$ cat config.mk
export PLATFORM = sky130hd
export DESIGN_NAME = mem_port_arbiter
export DESIGN_NICKNAME = d
export VERILOG_FILES = /design/src/rtl/mem_port_arbiter.sv
export SDC_FILE = /design/constraint.sdc
export NUM_CORES = 1
export LEC_CHECK = 0
export ABC_AREA = 1
export BUFFER_PORTS_ARGS = -buffer_cell sky130_fd_sc_hd__buf_2
export CAP_MARGIN = 20
export CORE_ASPECT_RATIO = 0.75
export CORE_UTILIZATION = 43
export DETAILED_ROUTE_END_ITERATION = 10
export PLACE_DENSITY = 0.74
export SLEW_MARGIN = 10
export SYNTH_ARGS = -nofsm -noshare
export SYNTH_HDL_FRONTEND = slang
export SYNTH_SLANG_ARGS = --single-unit
$ cat constraint.sdc
create_clock -name clk -period 1.3 [get_ports clk]
set_input_delay 0.26 -clock clk [delete_from_list [all_inputs] [get_ports clk]]
set_output_delay 0.26 -clock clk [all_outputs]
set_load 0.02 [all_outputs]
$ cat src/rtl/mem_port_arbiter.sv
// Two-requester arbiter for the shared word-wide main-memory port.
// DC has priority; a streak counter bounds how long fetch can be starved.
module mem_port_arbiter #(
  parameter int unsigned MEM_LATENCY  = 4,
  parameter int unsigned STARVE_LIMIT = 4
) (
  input  logic            clk,
  input  logic            rst_b,
  input  logic            if_req,
  input  logic [31:0]     if_addr,
  output logic            if_ready,
  output logic [31:0]     if_rdata,
  input  logic            dc_req,
  input  logic            dc_we,
  input  logic [31:0]     dc_addr,
  input  logic [0:3][7:0] dc_wdata,
  output logic            dc_ready,
  output logic [0:3][7:0] dc_rdata,
  output logic [31:0]     mem_addr,
  output logic [0:3][7:0] mem_data_in,
  output logic            mem_write_en,
  input  logic [0:3][7:0] mem_data_out,
  output logic            busy,
  output logic            owner_dc
);

  localparam logic [1:0] S_IDLE   = 2'd0;
  localparam logic [1:0] S_ACCESS = 2'd1;
  localparam logic [1:0] S_RESP   = 2'd2;

  localparam logic [3:0] LAT = 4'(MEM_LATENCY);
  localparam logic [3:0] LIM = 4'(STARVE_LIMIT);

  logic [1:0]      state_q, state_d;
  logic [3:0]      cnt_q, cnt_d;
  logic [3:0]      streak_q, streak_d;
  logic            owner_q, owner_d;
  logic            if_ready_q, if_ready_d;
  logic            dc_ready_q, dc_ready_d;
  logic [31:0]     if_rdata_q, if_rdata_d;
  logic [0:3][7:0] dc_rdata_q, dc_rdata_d;
  logic [31:0]     mem_addr_q, mem_addr_d;
  logic [0:3][7:0] mem_data_q, mem_data_d;
  logic            mem_we_q, mem_we_d;
  logic            dc_win;

  // Word addressing: the byte-offset bits never reach memory.
  logic unused_addr_bits;
  assign unused_addr_bits = ^{if_addr[1:0], dc_addr[1:0]};

  assign dc_win = dc_req && !(if_req && streak_q == LIM);

  always_comb begin
    state_d    = state_q;
    cnt_d      = cnt_q;
    streak_d   = streak_q;
    owner_d    = owner_q;
    if_ready_d = 1'b0;
    dc_ready_d = 1'b0;
    if_rdata_d = if_rdata_q;
    dc_rdata_d = dc_rdata_q;
    mem_addr_d = mem_addr_q;
    mem_data_d = mem_data_q;
    mem_we_d   = mem_we_q;
    unique case (1'b1)
      (state_q == S_IDLE): begin
        if (if_req || dc_req) begin
          state_d = S_ACCESS;
          cnt_d   = LAT;
          owner_d = dc_win;
          if (dc_win) begin
            mem_addr_d = {dc_addr[31:2], 2'b00};
            mem_data_d = dc_wdata;
            mem_we_d   = dc_we;
            if (!if_req)
              streak_d = 4'd0;
            else if (streak_q >= LIM)
              streak_d = LIM;
            else
              streak_d = streak_q + 4'd1;
          end else begin
            mem_addr_d = {if_addr[31:2], 2'b00};
            mem_we_d   = 1'b0;
            streak_d   = 4'd0;
          end
        end
      end
      (state_q == S_ACCESS): begin
        cnt_d = cnt_q - 4'd1;
        if (cnt_q == 4'd1) begin
          state_d  = S_RESP;
          mem_we_d = 1'b0;
          if (owner_q) begin
            dc_rdata_d = mem_data_out;
            dc_ready_d = 1'b1;
          end else begin
            if_rdata_d = mem_data_out;
            if_ready_d = 1'b1;
          end
        end
      end
      (state_q == S_RESP): begin
        state_d = S_IDLE;
      end
      default: begin
        state_d  = S_IDLE;
        mem_we_d = 1'b0;
      end
    endcase
  end

  always_ff @(posedge clk) begin
    if (!rst_b) begin
      state_q    <= S_IDLE;
      cnt_q      <= 4'd0;
      streak_q   <= 4'd0;
      owner_q    <= 1'b0;
      if_ready_q <= 1'b0;
      dc_ready_q <= 1'b0;
      if_rdata_q <= '0;
      dc_rdata_q <= '0;
      mem_addr_q <= '0;
      mem_data_q <= '0;
      mem_we_q   <= 1'b0;
    end else begin
      state_q    <= state_d;
      cnt_q      <= cnt_d;
      streak_q   <= streak_d;
      owner_q    <= owner_d;
      if_ready_q <= if_ready_d;
      dc_ready_q <= dc_ready_d;
      if_rdata_q <= if_rdata_d;
      dc_rdata_q <= dc_rdata_d;
      mem_addr_q <= mem_addr_d;
      mem_data_q <= mem_data_d;
      mem_we_q   <= mem_we_d;
    end
  end

  assign if_ready     = if_ready_q;
  assign dc_ready     = dc_ready_q;
  assign if_rdata     = if_rdata_q;
  assign dc_rdata     = dc_rdata_q;
  assign mem_addr     = mem_addr_q;
  assign mem_data_in  = mem_data_q;
  assign mem_write_en = mem_we_q;
  assign busy         = (state_q != S_IDLE);
  assign owner_dc     = owner_q;

endmodule

## Yosys cells after proc, flatten, opt, wreduce, memory -nomap -nowiden

Index checks and enable logic that the tools add are counted.

- $add $sub $neg: 2
- Muxes and demuxes: 15
- Equal/unequal tests: 6
- Bitwise operators: 2
- Magnitude comparators: 1
- Reductions and logical operators: 15

Operators with widths:

| cell | count |
|---|---|
| 2-to-1 mux 32 bit | 1 |
| 2-to-1 mux 4 bit | 4 |
| AND reduction 3 bit | 5 |
| one-hot mux 4 bit (2 select lines) | 1 |
| AND reduction 2 bit | 3 |
| 2-to-1 mux 1 bit | 5 |
| adder 4 x 1 -> 4 bit (second input constant) | 1 |
| == test 4 x 1 -> 1 bit (second input constant) | 1 |
| == test 4 x 3 -> 1 bit (second input constant) | 1 |
| greater-or-equal comparator 4 x 3 -> 1 bit (second input constant) | 1 |
| 2-to-1 mux 2 bit | 2 |
| != test 2 x 1 -> 1 bit (second input constant) | 2 |
| one-hot mux 2 bit (2 select lines) | 1 |
| nonzero test 2 bit | 2 |
| subtractor 4 x 1 -> 4 bit (second input constant) | 1 |
| one-hot mux 1 bit (3 select lines) | 1 |
| == test 2 x 1 -> 1 bit (second input constant) | 1 |
| == test 2 bit (second input constant) | 1 |
| logical AND 1 bit | 2 |
| logical NOT 2 bit | 1 |
| NOT 1 bit | 2 |
| logical NOT 1 bit | 1 |
| logical OR 1 bit | 1 |

- Bits in registers: 142
- Output and inout bits: 133
- Word-level logic and storage cells: 58
- Input port bits: 133

## Depth between registers and ports, before layout

Gate-level depths: netlist of run 1.

- Depth in word-level cells: 7
- Depth in mapped cells: 11
- Gate-level depth less buffers: 10

## Worst setup path before layout of run 1

No wires, ideal clock.

- Kind: register to register
- Start point: register streak_q[0]
- End point: register mem_data_q, in the netlist mem_data_in[21]
- Path buffers: 1
- Cell stages (with the launch flop): 11
- Arrival time: 1.280 ns
- Library setup time: 0.064 ns
- Path slack: -0.044 ns
- Period minus slack after synthesis: 1.344 ns
- Required time: 1.236 ns
- Path through: dfxtp_1 -> inv_1 -> ha_1 -> nand2_1 -> nor2_1 -> nor2_4 -> nand2_4 -> buf_6 -> nand2_1 -> inv_1 -> nor2_1

- Word-level cells in the longest chain between the ends: 5

RTL lines:

| what | RTL line | source |
|---|---|---|
| start: declaration | 36 | `logic [3:0] streak_q, streak_d;` |
| start signal: assignment | 128 | `streak_q <= streak_d;` |
| == test 4 x 3 -> 1 bit | 51 | `assign dc_win = dc_req && !(if_req && streak_q == LIM);` |
| logical AND 1 bit | 51 |  |
| logical NOT 1 bit | 51 |  |
| logical AND 1 bit | 51 |  |
| AND reduction 3 bit (no line) | - |  |
| end signal: assignment | 135 | `mem_data_q <= mem_data_d;` |
| end: declaration | 43 | `logic [0:3][7:0] mem_data_q, mem_data_d;` |

No other way between the ends.
A chain may end at the register's enable or synchronous reset.

## Worst setup path after layout of run 1

- Start point: register state_q[0]
- End point: output busy

- Word-level cells in the longest chain between the ends: 1

RTL lines:

| what | RTL line | source |
|---|---|---|
| start: declaration | 34 | `logic [1:0] state_q, state_d;` |
| start signal: assignment | 126 | `state_q <= state_d;` |
| nonzero test 2 bit | 147 | `assign busy = (state_q != S_IDLE);` |
| end: declaration | 23 | `output logic busy,` |

No other way between the ends.

==> qor_table.md, run 1 <==
| Parameter | Reported |
|---|---|
| Outcome | finished, violations left |
| Failing checks | setup timing |
| Stage delay of the slowest cell on the critical path | 0.34 ns |
| Number of stages on the worst setup path | 4 |
| Cell area after synthesis | 0.00611 mm^2 |
| Top cell type by total area after synthesis | dfxtp_1 |
| Worst Path Required | 1.04 ns |
| Clock buffer depth | 2 |
| DRC errors left | 0 |
| Fin. Hold Viols | 0 |
| Class of the most critical setup path | flip-flop to output pin |
| Synth-to-Final Area Change | 58.0% |
| Power density of the placed cells | 1310 mW/mm^2 |
| Count leader, synth | nor2_1 |
| Per-cell via count in the routed design | 4.87 |
| Worst-case headroom to the max-slew limit | 0.655 |
| Max-slew violation count | 0 |
| Pre-Repair DR Iteration Count | 5 |
| Number of I/O pins | 266 |
| Top area cells in the synthesized netlist | dfxtp_1, nor2_1, nand2_1 |
| Antenna violations before repair | 1 |
| Clock buffer count from CTS | 17 |
| Highest clock rate | 0.705 GHz |
| Count of inserted antenna diode cells | 0 |
| Worst Skew | 0.00721 ns |
| Max Cap Violations | 0 |
| # clock sinks | 140 |
| Number of warning messages in the yosys log | 0 |
| Period utilisation layout | 1.09 |
| Clk_lat worst skew | 0.42 ns |
| Gate family responsible for the most delay along the worst path | flip-flops |
| Overall Global Routing Usage | 0.253 |
| Most used flip-flop cell after synthesis | dfxtp_1 |
| Setup repair after global routing missed its margin | yes |
| Most common cell on crit path | buf_6 |
| Biggest fanout along the worst timing path | 2 |
| Crit path buf inv count | 3 |
| Estimated wirelength of the detail-placed design | 11.0 mm |
| Final count of negative-setup-slack endpoints | 111 |
| Cells on Worst Hold Path | 3 |
| Grt ovf | 0 |
| Worst-Margin Slew | 0.517 ns |
| Via Count | 6755 |
| Number of cells on the worst reg-to-reg path | 11 |
| IR drop worst, VDD | 0.972 mV |
| Global-route wire length before repair | 29.4 mm |
| Worst min-delay path category | input pin to flip-flop |
| Element type at the critical path start | flip-flop |
| Die span in y | 105 um |
| Seq/Total Area, Yosys | 0.459 |
| Final cell utilization of the core | 0.700 |
| Area of the die | 0.0147 mm^2 |
| Netlist cell types | 27 |
| Post-route non-filler standard cell count | 1387 |
| Clock tree from TritonCTS | built |
| Total length of routed wires | 20.7 mm |
| Die X | 140 um |
| Sum of met3 wire segment lengths after detailed routing | 1.45 mm |
| Average wire per cell in the routed design | 14.9 um |
| # nets final | 1336 |
| Fraction of layout cells with a size suffix above 1 | 0.450 |
| Clock root buffer | clkbuf_16 |
| Largest net degree at the start of global routing | 39 |
| Number of violations reported at the end of detailed-routing iteration 0 | 451 |
| Initial standard-cell utilization of the core | 0.443 |
| Met1 routed wirelength after detailed routing | 8.86 mm |
| Port bufs | 259 |
| Crit path time final | 1.42 ns |
| Met2 wire length | 9.71 mm |
| Ys async rst share | 0 |
| Number of global-route vias before repair | 5968 |
| Standard cell with the maximum stage delay on the critical path | dfxtp_2 |
| Critical Path AT | 1.16 ns |
| Global placement routability congestion | 0.773 |
| Area share of the largest cell type after synthesis | 0.459 |
| Mean area per synthesized cell | 6.74 um^2 |
| Most instantiated cells after synthesis | nor2_1, nand2_1, dfxtp_1 |
| Number of enable-type register cells in the synthesized netlist | 0 |
| Clock-pin slew reported for the worst setup and hold paths after clock tree synthesis | 0.06 ns |
| Flip-flop and latch count after synthesis | 140 |
| Area of the placeable core | 0.0138 mm^2 |
| Total number of H-tree levels | 4 |
| Number of instances in the synthesized netlist | 907 |
| Leakage power figure | 0.00519 uW |
| Number of nets with antenna violations after routing | 0 |
| Std-Cell Rows | 37 |
| List of cells traversed by the critical path | nor2_4 > buf_6 > inv_2 > buf_6 |
| Cells after DPL | 1332 |
| Min setup slack post-route | -0.118 ns |
| Highest routed metal layer | met5 |
| Nature of the critical path endpoint | output pin |
==> metrics by stage <==
stage	total power (uW)	TNS [ns]	setup slack, ns	hold WS [ns]	instance area [um^2]
floorplan	6210	0	0.00142	0.395	6150
global placement	7000	-2.82	-0.0945	0.456	7830
detailed placement	7040	-4.07	-0.114	0.466	7830
CTS	12400	-4.49	-0.122	0.0686	9070
global route	13200	-12.89	-0.195	0.0800	9650
finish	12600	-5.58	-0.118	0.0764	9650
==> final timing paths <==
kind                                     end  slack [ns]             start
worst max-delay path                    busy       -0.12        state_q[0]
worst min-delay path            dc_rdata[15]        0.08  mem_data_out[15]
worst max register to register   mem_addr[6]       -0.11       streak_q[0]
worst min register to register  if_rdata[20]        0.48      if_rdata[20]
==> layer usage <==
metal  vias to the layer above  track usage
li1                       3337            -
met3                        55       0.0636
met5                         -            0
met1                      3092        0.323
met4                         2       0.0950
met2                       269        0.413
==> where the power goes <==
part,internal [uW],leakage [uW],switching [uW]
Combinational,1090,0.00373,1600
Clock,3280,0.000309,1890
Sequential,4590,0.00115,164
Total,8960,0.00519,3660
==> area by class of cell <==
type                       count  area, um^2
clock buffer                  19         443
clock inverter                13         186
fill                        1037        4140
inverter                     144         556
multi-input combinational    570        3160
sequential                   140        2810
tap                          175         219
timing repair buffer         326        2270
==> state kept, by name, indices dropped and copies added (netlist names), 2 cells and up <==
name / cells
mem_addr: 30
streak_q: 4
dc_rdata: 32
if_rdata: 32
cnt_q: 4
state_q: 2
mem_data_in: 32
==> layout by cell type (no fill, tap or decap), drive strengths merged <==
cell type,n
a21oi,7
clkinv,4
nand4,1
o21ai,68
nand2,145
ha,4
clkbuf,24
inv,148
xor2,1
nand3,99
nor2,239
conb,2
o21bai,1
o22ai,1
nor3,1
buf,321
dfxtp,140
o31ai,1
clkinvlp,1
bufinv,4
==> kinds of logic (layout without fill, tap and decap cells) <==
family          after synthesis  after routing  synth area share
xor+xnor                      1              1           0.00143
fa+ha+maj                     4              4           0.00819
other cells                   1              2          0.000614
simple gates                485            485             0.324
compound gates               78             78            0.0667
flops                       140            140             0.459
buf+inv                     198            502             0.141
==> tightest hold or removal path, cell delays in order <==
cell and delay [ns]:
buf_2 0.10, nor2_2 0.04, nor2_1 0.06
==> repair_timing <==
item,CTS,global route
buffers inserted,5,5
pin swaps,36,78
cloned,10,4
resized for setup,100,173
hold buffers,0,0
endpoints found under the setup margin,121,133
(Power assumes the default switching activity.)
==> run 2: changes to the inputs <==
--- a/config.mk
+++ b/config.mk
@@ -8,8 +8,10 @@
 export ABC_AREA = 1
 export BUFFER_PORTS_ARGS = -buffer_cell sky130_fd_sc_hd__buf_2
 export CAP_MARGIN = 20
+export CELL_PAD_IN_SITES_DETAIL_PLACEMENT = 1
+export CELL_PAD_IN_SITES_GLOBAL_PLACEMENT = 1
 export CORE_ASPECT_RATIO = 0.75
-export CORE_UTILIZATION = 43
+export CORE_UTILIZATION = 29
 export DETAILED_ROUTE_END_ITERATION = 10
 export PLACE_DENSITY = 0.74
 export SLEW_MARGIN = 10
==> qor_table.md, run 2 (synthesized netlist as in run 1, its figures left out) <==
| Parameter | Reported | Delta |
|---|---|---|
| Global-route wire length before repair | 33.0 mm | +12% |
| Number of cells on the worst reg-to-reg path | 8 | -3 |
| # clock sinks | 140 | unchanged |
| Worst Path Required | 1.60 ns | +0.56 ns |
| Max-slew violation count | 0 | unchanged |
| Fin. Hold Viols | 0 | unchanged |
| Std-Cell Rows | 45 | +22% |
| Clock-pin slew reported for the worst setup and hold paths after clock tree synthesis | 0.06 ns | about the same |
| Final count of negative-setup-slack endpoints | 117 | +5.4% |
| DRC errors left | 0 | unchanged |
| Fraction of layout cells with a size suffix above 1 | 0.447 | -0.00302 |
| Number of violations reported at the end of detailed-routing iteration 0 | 244 | -46% |
| Max Cap Violations | 0 | unchanged |
| Worst hold-check slack | 0.0878 ns | +0.0113 ns |
| Failing checks | setup timing |  |
| Overall Global Routing Usage | 0.193 | -0.0595 |
| Die X | 170 um | +21% |
| Average wire per cell in the routed design | 15.6 um | +4.4% |
| Per-cell via count in the routed design | 4.47 | -8.1% |
| Nature of the critical path endpoint | flip-flop |  |
| Count of inserted antenna diode cells | 0 | unchanged |
| Element type at the critical path start | flip-flop |  |
| Worst Skew | 0.0115 ns | +0.00428 ns |
| Cells on Worst Hold Path | 3 | unchanged |
| Area of the die | 0.0217 mm^2 | +47% |
| Crit path time final | 1.43 ns | +0.0119 ns |
| Number of I/O pins | 266 | unchanged |
| Stage delay of the slowest cell on the critical path | 0.34 ns | about the same |
| Clock buffer depth | 2 | unchanged |
| Largest net degree at the start of global routing | 78 | +100% |
| IR drop worst, VDD | 0.656 mV | -32% |
| # nets final | 1333 | -0.22% |
| Port bufs | 259 | unchanged |
| Number of nets with antenna violations after routing | 0 | unchanged |
| Standard cell with the maximum stage delay on the critical path | dfxtp_2 |  |
| Most frequent standard cell in the layout excluding fill and tap cells | buf_2 |  |
| Antenna violations before repair | 2 | +1 |
| Total number of H-tree levels | 4 | unchanged |
| Clk_lat worst skew | 0.41 ns | about the same |
| Initial standard-cell utilization of the core | 0.299 | -0.144 |
| Biggest fanout along the worst timing path | 16 | +14 |
| Via Count | 6670 | -1.3% |
| Overall power consumption | 12500 uW | -0.61% |
| Critical Path AT | 1.73 ns | +0.57 ns |
| Worst min-delay path category | input pin to flip-flop |  |
| Estimated wirelength of the detail-placed design | 14.1 mm | +28% |
| Leading cell types in the layout, fill and taps excluded | buf_2, nor2_1, dfxtp_1 |  |
| Area of the placeable core | 0.0204 mm^2 | +48% |
| Leakage power figure | 0.00526 uW | +1.3% |
| Final cell utilization of the core | 0.479 | -0.221 |
| Period utilisation layout | 1.10 | +0.00918 |
| Synth-to-Final Area Change | 60.2% |  |
| Die span in y | 128 um | +21% |
| Clock root buffer | clkbuf_16 |  |
| Grt ovf | 0 | unchanged |
| List of cells traversed by the critical path | inv_2 > nand2_2 > nor2_4 > nand3_4 > buf_12 > buf_16 > o21ai_0 > nor2_1 |  |
| Clock tree from TritonCTS | built |  |
| Clock buffer count from CTS | 17 | unchanged |
| Highest clock rate | 0.700 GHz | -0.83% |
| Min setup slack post-route | -0.130 ns | -0.0119 ns |
| Total length of routed wires | 23.2 mm | +12% |
| Global placement routability congestion | 0.738 | -4.5% |
| Power density of the placed cells | 1280 mW/mm^2 | -2.0% |
| Class of the most critical setup path | flip-flop to flip-flop |  |
| Number of global-route vias before repair | 6437 | +7.9% |
| Number of buffers inserted for hold repair after clock tree synthesis | 0 | unchanged |
| Pre-Repair DR Iteration Count | 5 | unchanged |
| Setup repair after global routing missed its margin | yes |  |
| Outcome | finished, violations left |  |
run 2: cell types whose count changed in the layout (fill, tap and decap cells not counted), moves of 15 or more:
cell	delta
nand2_4	+38
o21ai_2	-44
inv_2	+20
nand3_1	+17
o21ai_0	+29
inv_1	-19
o21ai_1	+15
nand2_1	-42
nand3_2	-15
run 2: critical path, delay by kind of cell, from the launching register on:
family,cells,cell delay [ns]
AND/OR/NAND/NOR,4,0.41
buffers and inverters,3,0.38
flip-flops,1,0.34
AO/OA/AOI/OAI,1,0.18
run 2: area by class of cell:
type / instances / area (um^2)
Tap cell: 282 / 353
Multi-Input combinational cell: 570 / 3180
Clock inverter: 12 / 136
Timing Repair Buffer: 323 / 2310
Fill cell: 2544 / 10600
Clock buffer: 20 / 447
Sequential cell: 140 / 2810
Inverter: 144 / 551
run 2: path summary, 6_finish.rpt:
path	to	slack (ns)	startpoint
min reg2reg	if_rdata[9]	0.48	if_rdata[9]
max	if_rdata[30]	-0.13	state_q[1]
max reg2reg	if_rdata[30]	-0.13	state_q[1]
min	dc_rdata[0]	0.09	mem_data_out[0]
run 2: repair_timing:
item | in CTS | in global routing
gates cloned | 4 | 14
buffers inserted | 0 | 6
resized for setup | 33 | 233
endpoints found under the setup margin | 112 | 135
pin swaps | 8 | 82
run 2: where the power goes:
group / switching (uW) / internal [uW]
Combinational: 1730 / 1170
Sequential: 156 / 4590
Clock: 2000 / 2900
run 2: metal layers:
layer	global-route usage	vias to the layer above	share of wire
li1	-	3333	-
met4	0.0344	2	0.0079
met3	0.0602	17	0.057
met5	0	-	0.00056
met1	0.243	3158	0.46
met2	0.328	160	0.48
run 2: through the flow:
step           instances  setup slack (ns)  cell area (um^2)  TNS, ns
2_1_floorplan        908           0.00142              6150        0
3_3_place_gp        1435            -0.135              7950    -5.62
3_5_place_dp        1435            -0.155              7950    -7.51
4_1_cts             1471            -0.135              8750    -6.12
5_1_grt             1491            -0.215              9790   -16.47
6_report            1491            -0.130              9790    -7.38
